===== config.mk =====
export PLATFORM = sky130hd
export DESIGN_NAME = alu_flag_branch_unit
export DESIGN_NICKNAME = d
export VERILOG_FILES = /design/src/rtl/alu_flag_branch_unit_pkg.sv /design/src/rtl/alu_flag_branch_unit_branch_cond_eval.sv /design/src/rtl/alu_flag_branch_unit.sv
export SDC_FILE = /design/constraint.sdc
export NUM_CORES = 1
export LEC_CHECK = 0
export ABC_AREA = 1
export CAP_MARGIN = 20
export CORE_ASPECT_RATIO = 0.5
export CORE_UTILIZATION = 48
export CTS_CLUSTER_SIZE = 25
export DETAILED_ROUTE_END_ITERATION = 12
export PLACE_DENSITY = 0.84
export SLEW_MARGIN = 20
export SYNTH_ARGS = -nofsm -noshare
export SYNTH_HDL_FRONTEND = slang
export SYNTH_HIERARCHICAL = 1
export SYNTH_SLANG_ARGS = --single-unit

===== constraint.sdc =====
create_clock -name iClk -period 2.4 [get_ports iClk]
set_input_delay 0.24 -clock iClk [delete_from_list [all_inputs] [get_ports iClk]]
set_output_delay 0.24 -clock iClk [all_outputs]
set_load 0.005 [all_outputs]

===== src/rtl/alu_flag_branch_unit_pkg.sv =====
// Shared definitions for the flag/branch unit: condition codes, FSM states, flag bit order.
package alu_flag_branch_unit_pkg;

  typedef enum logic [3:0] {
    COND_AL = 4'd0,
    COND_EQ = 4'd1,
    COND_NE = 4'd2,
    COND_LT = 4'd3,
    COND_GE = 4'd4,
    COND_GT = 4'd5,
    COND_LE = 4'd6,
    COND_NV = 4'd7
  } cond_e;

  typedef enum logic [1:0] {
    ST_IDLE = 2'd0,
    ST_WAIT = 2'd1,
    ST_RESP = 2'd2
  } state_e;

  // Flag vector is {N,Z}; the ALU drives its status in the same order.
  localparam int FLAG_N = 1;
  localparam int FLAG_Z = 0;

endpackage


===== src/rtl/alu_flag_branch_unit_branch_cond_eval.sv =====
// Combinational condition-code evaluator; codes 8-15 resolve as not taken.
module branch_cond_eval
  import alu_flag_branch_unit_pkg::*;
(
  input  logic [3:0] i_cond,
  input  logic       i_neg,
  input  logic       i_zero,
  output logic       o_taken
);

  always_comb begin
    o_taken = 1'b0;
    case (i_cond)
      COND_AL: o_taken = 1'b1;
      COND_EQ: o_taken = i_zero;
      COND_NE: o_taken = ~i_zero;
      COND_LT: o_taken = i_neg;
      COND_GE: o_taken = ~i_neg;
      COND_GT: o_taken = ~i_neg & ~i_zero;
      COND_LE: o_taken = i_neg | i_zero;
      COND_NV: o_taken = 1'b0;
      default: o_taken = 1'b0;
    endcase
  end

endmodule


===== src/rtl/alu_flag_branch_unit.sv =====
// Architectural N/Z flag register, outstanding flag-writer scoreboard and branch resolver
// feeding taken/next-PC back to fetch.
module alu_flag_branch_unit
  import alu_flag_branch_unit_pkg::*;
#(
  parameter int PEND_W = 2,
  parameter int PC_INC = 4
) (
  input  logic        iClk,
  input  logic        iRst_n,
  input  logic        iFlagIssue,
  input  logic        iFlagWE,
  input  logic        iNEG,
  input  logic        iZERO,
  input  logic        iBrValid,
  output logic        oBrReady,
  input  logic [3:0]  iBrCond,
  input  logic [31:0] iBrPC,
  input  logic [31:0] iBrTarget,
  output logic        oResValid,
  input  logic        iResReady,
  output logic        oTaken,
  output logic [31:0] oNextPC,
  output logic [1:0]  oFlags,
  output logic        oPendErr,
  input  logic        iFlush
);

  localparam logic [PEND_W-1:0] PEND_ONE = PEND_W'(1);

  state_e            r_state;
  state_e            w_state_next;
  logic [PEND_W-1:0] r_pend;
  logic [1:0]        r_flags;
  logic              r_pend_err;
  logic [3:0]        r_cond;
  logic [31:0]       r_pc;
  logic [31:0]       r_tgt;
  logic              r_taken;
  logic [31:0]       r_next_pc;

  logic [1:0]        w_eff_flags;
  logic              w_clear;
  logic              w_resolve;
  logic [3:0]        w_cond;
  logic [31:0]       w_pc;
  logic [31:0]       w_tgt;
  logic              w_taken;
  logic              w_pend_full;
  logic              w_pend_zero;

  assign w_pend_full = &r_pend;
  assign w_pend_zero = (r_pend == '0);
  // Writeback in the same cycle bypasses the register so a branch never sees stale flags.
  assign w_eff_flags = iFlagWE ? {iNEG, iZERO} : r_flags;
  assign w_clear     = w_pend_zero || ((r_pend == PEND_ONE) && iFlagWE && !iFlagIssue);

  always_comb begin
    w_state_next = r_state;
    w_resolve    = 1'b0;
    w_cond       = r_cond;
    w_pc         = r_pc;
    w_tgt        = r_tgt;
    case (r_state)
      ST_IDLE: begin
        w_cond = iBrCond;
        w_pc   = iBrPC;
        w_tgt  = iBrTarget;
        if (iBrValid) begin
          if (w_clear) begin
            w_resolve    = 1'b1;
            w_state_next = ST_RESP;
          end else begin
            w_state_next = ST_WAIT;
          end
        end
      end
      ST_WAIT: begin
        if (w_clear) begin
          w_resolve    = 1'b1;
          w_state_next = ST_RESP;
        end
      end
      ST_RESP: begin
        if (iResReady) w_state_next = ST_IDLE;
      end
      default: w_state_next = ST_IDLE;
    endcase
  end

  branch_cond_eval u_cond_eval (
    .i_cond  (w_cond),
    .i_neg   (w_eff_flags[FLAG_N]),
    .i_zero  (w_eff_flags[FLAG_Z]),
    .o_taken (w_taken)
  );

  // Flags are architectural state: written on every writeback, untouched by flush.
  always_ff @(posedge iClk or negedge iRst_n) begin
    if (!iRst_n) r_flags <= 2'b00;
    else if (iFlagWE) r_flags <= {iNEG, iZERO};
  end

  always_ff @(posedge iClk or negedge iRst_n) begin
    if (!iRst_n) begin
      r_state    <= ST_IDLE;
      r_pend     <= '0;
      r_pend_err <= 1'b0;
      r_cond     <= 4'd0;
      r_pc       <= 32'd0;
      r_tgt      <= 32'd0;
      r_taken    <= 1'b0;
      r_next_pc  <= 32'd0;
    end else if (iFlush) begin
      r_state <= ST_IDLE;
      r_pend  <= '0;
    end else begin
      r_state <= w_state_next;
      case ({iFlagIssue, iFlagWE})
        2'b10: begin
          if (w_pend_full) r_pend_err <= 1'b1;
          else r_pend <= r_pend + PEND_ONE;
        end
        2'b01: begin
          if (w_pend_zero) r_pend_err <= 1'b1;
          else r_pend <= r_pend - PEND_ONE;
        end
        default: r_pend <= r_pend;
      endcase
      if (r_state == ST_IDLE && iBrValid) begin
        r_cond <= iBrCond;
        r_pc   <= iBrPC;
        r_tgt  <= iBrTarget;
      end
      if (w_resolve) begin
        r_taken   <= w_taken;
        r_next_pc <= w_taken ? w_tgt : (w_pc + 32'(PC_INC));
      end
    end
  end

  assign oBrReady  = (r_state == ST_IDLE);
  assign oResValid = (r_state == ST_RESP);
  assign oTaken    = r_taken;
  assign oNextPC   = r_next_pc;
  assign oFlags    = r_flags;
  assign oPendErr  = r_pend_err;

endmodule


==> qor.csv <==
metric,value,unit
antenna_cells,0,
start_util,49.6,%
syn_avg_cell_area,7.58,µm²
wire_per_inst,15.4,µm
fin_ws,0.115,ns
yosysWarnings,6,
worstSetupPathType,reg2out,
critPathRequiredTime,2.16,ns
rows,29,
setup_viol,0,
clk_latency,0.36,ns
critical_path.max_stage_delay,0.56,ns
max-clock-path-buffers,2,
ys_ff_latch,108,
syn_area,0.00634,mm²
hold_violations,0,
drv_cap,0,
io_buffers,114,
ys_seq_area_share,42.6,%
fp.dieH,83.3,µm
grt_pass1_vias,5621,
p_int,4.49,mW
postRouteAntennaNets,0,
cts_buffers,9,
slowest_stage,clkdlybuf4s50_1,
cts_tree,built,
worst_pin_slew,0.422,ns
end_kind,output pin,
critPathLaunchType,flop,
dp_slack,0.0260,ns
ys_top_cells_by_count,"nand2_1, dfrtp_1, o21ai_0, inv_1, nor2_1",
place_area,0.00771,mm²
grt_usage,26.3,%
syn_nets,919,
route.detailed.drc,0,
yosysMostFrequentCell,nand2_1,
first_pass_iters,6,
via_count,5919,
grt_pass1_wl,27900,µm
instances_no_fill,1119,
synth_area_leaders,"dfrtp_1, nand2_1, o21ai_0",
p_leak,3.84,nW
drv_slew,0,
p_sw,2.50,mW
first_iter_violations,425,
synthCells,836,
grt_max_degree,59,
fin_util,62.9,%
hold_class,in2async,
holdWs,0.328,ns
via_per_inst,5.29,
htree_num_levels,3,
p_per_area,871,mW/mm²
synth_top_area_share,42.6,%
placedCellCount,1102,
area_growth,26.8,%
fin_area,0.00804,mm²
core,0.0128,mm²
reg2reg_to,oNextPC[16]$_DFFE_PN0P_,
drt_wl_total,17300,µm
switching_share,35.8,%
grt-ovfl-total,0,
clock_skew,0.00796,ns
r2r_cells,13,
synth_edf_count,0,
yosys.area.top_type,dfrtp_1,
cts_sinks,108,
drive_gt1_share,13.1,%
pin_count,115,
fin_crit,2.29,ns
hpwl,12600,µm
status,completed,
fin_crit_sh,95.2,%
cp_common_cell,buf_4,
gp_congestion,0.941,
peakVddDrop,437,µV
yosysUniqueCellTypes,39,
fin_nets,1028,
dieWidth,164,µm
cp_max_fo,28,
fill_cells,1069,
slew_headroom,71.1,%
path_clk_slew,0.07,ns
combPwrFrac,39.1,%
r2r_start,r_state[0]$_DFFE_PN0P_,
grt_antenna_before_repair,0,
worst_ep_arrival_time,2.05,ns
cts-root-buf,clkbuf_16,
p_seq_share,39.3,%
p_clk_share,21.6,%
die-area,0.0137,mm²
crit_chain,"nor2_4, buf_4, buf_4, clkdlybuf4s50_1",
rsz0062_at_grt,true,
synth_ff_type,dfrtp_1,
r2r_setup_slack,0.14,ns
synth_async_sr_flop_share,100,%
max_freq,438,MHz
-- timing repair --
item                       CTS  global route
setup endpoints to repair    1            22
hold buffers                 1             0
gates resized for setup      0             4
setup buffers                1             0
hold endpoints to repair    23             0
pin swaps                    1             0
-- worst max-delay path by stage --
stage	cells past startpoint	to	start	slack [ns]
after global placement	14	oNextPC[29]$_DFFE_PN0P_	iFlagWE	0.12
after floorplan	17	oNextPC[10]$_DFFE_PN0P_	r_state[0]$_DFFE_PN0P_	0.01
after detailed placement	14	oNextPC[21]$_DFFE_PN0P_	iFlagWE	0.03
final	4	oBrReady	r_state[0]$_DFFE_PN0P_	0.11
after CTS	14	oNextPC[21]$_DFFE_PN0P_	r_state[0]$_DFFE_PN0P_	0.07
after global routing	13	oNextPC[16]$_DFFE_PN0P_	r_state[0]$_DFFE_PN0P_	-0.04
-- stage by stage --
stage / power, mW / setup TNS, ns
2_1_floorplan: 4.19 / 0
3_3_place_gp: 5.34 / 0
3_5_place_dp: 5.46 / 0
4_1_cts: 6.99 / 0
5_1_grt: 7.42 / -0.100
6_report: 6.99 / 0
-- power groups by stage --
stage	registers (mW)	logic (mW)	clock network (mW)
3_3_place_gp	2.74	2.59	0
4_1_cts	2.74	2.72	1.53
6_report	2.75	2.73	1.51
2_1_floorplan	2.70	1.49	0
5_1_grt	2.81	3.01	1.60
3_5_place_dp	2.77	2.70	0
-- routing by layer --
| metal | up-vias | part of all wire [%] | GRT usage, % | wire [µm] |
|---|---|---|---|---|
| li1 | 2864 | - | - | - |
| met1 | 2826 | 47 | 37.9 | 8060 |
| met2 | 195 | 45 | 40.4 | 7840 |
| met3 | 34 | 6.1 | 4.50 | 1050 |
| met4 | 0 | 1.9 | 7.76 | 327 |
| met5 | - | 0 | 0 | 0 |
-- state kept, by name, summed over array words and instances (netlist names) --
signal and flops:
r_tgt 32, oFlags 2, r_pend 2, r_state 2
oTaken 1, oPendErr 1, r_pc 32, r_cond 4
oNextPC 32
-- cell families (layout without fill, tap and decap cells) --
logic type / Yosys count / in the layout / synth area share, %
adder cells (fa/ha/maj): 6 / 6 / 1.18
buffers and inverters: 134 / 247 / 8.86
flip-flops: 108 / 108 / 42.6
AO/OA/AOI/OAI: 168 / 168 / 14.0
AND/OR/NAND/NOR: 393 / 393 / 28.9
XOR/XNOR: 9 / 9 / 1.24
multiplexers: 18 / 18 / 3.20
-- cell usage in the layout (no fill, tap or decap), types with 2 or more instances in the layout --
cell             instances
a21oi_1                 54
a21oi_2                  2
a31oi_1                  7
and2_1                   3
buf_12                   5
buf_4                   16
buf_6                    2
clkbuf_16                9
clkdlybuf4s50_1        113
clkinvlp_4               2
dfrtp_1                106
dfrtp_2                  2
ha_1                     6
inv_1                   92
inv_2                    3
inv_6                    2
mux2_2                  18
nand2_1                220
nand2_2                 26
nand2_4                 13
nand3_1                 40
nor2_1                  68
nor2_2                   7
nor2_4                   9
nor2_8                   2
o211ai_1                 3
o21ai_0                 91
o21ai_1                  5
xnor2_1                  6
xor2_1                   3
-- worst max-delay path, delay by kind of cell (launching register included) --
kind          cells  cell delay (ns)
buf+inv           3             1.07
simple gates      1             0.16
flops             1             0.46
-- area by class of cell --
| class | count | area, µm² | share of cell area (%) |
|---|---|---|---|
| timing repair buffer | 137 | 1380 | 17.2 |
| clock buffer | 9 | 225 | 2.80 |
| tap | 170 | 213 | 2.65 |
| clock inverter | 6 | 71.3 | 0.888 |
| sequential | 108 | 2710 | 33.7 |
| inverter | 95 | 357 | 4.44 |
| multi-input combinational | 594 | 3080 | 38.3 |
Power figures use the tool's default switching activity.
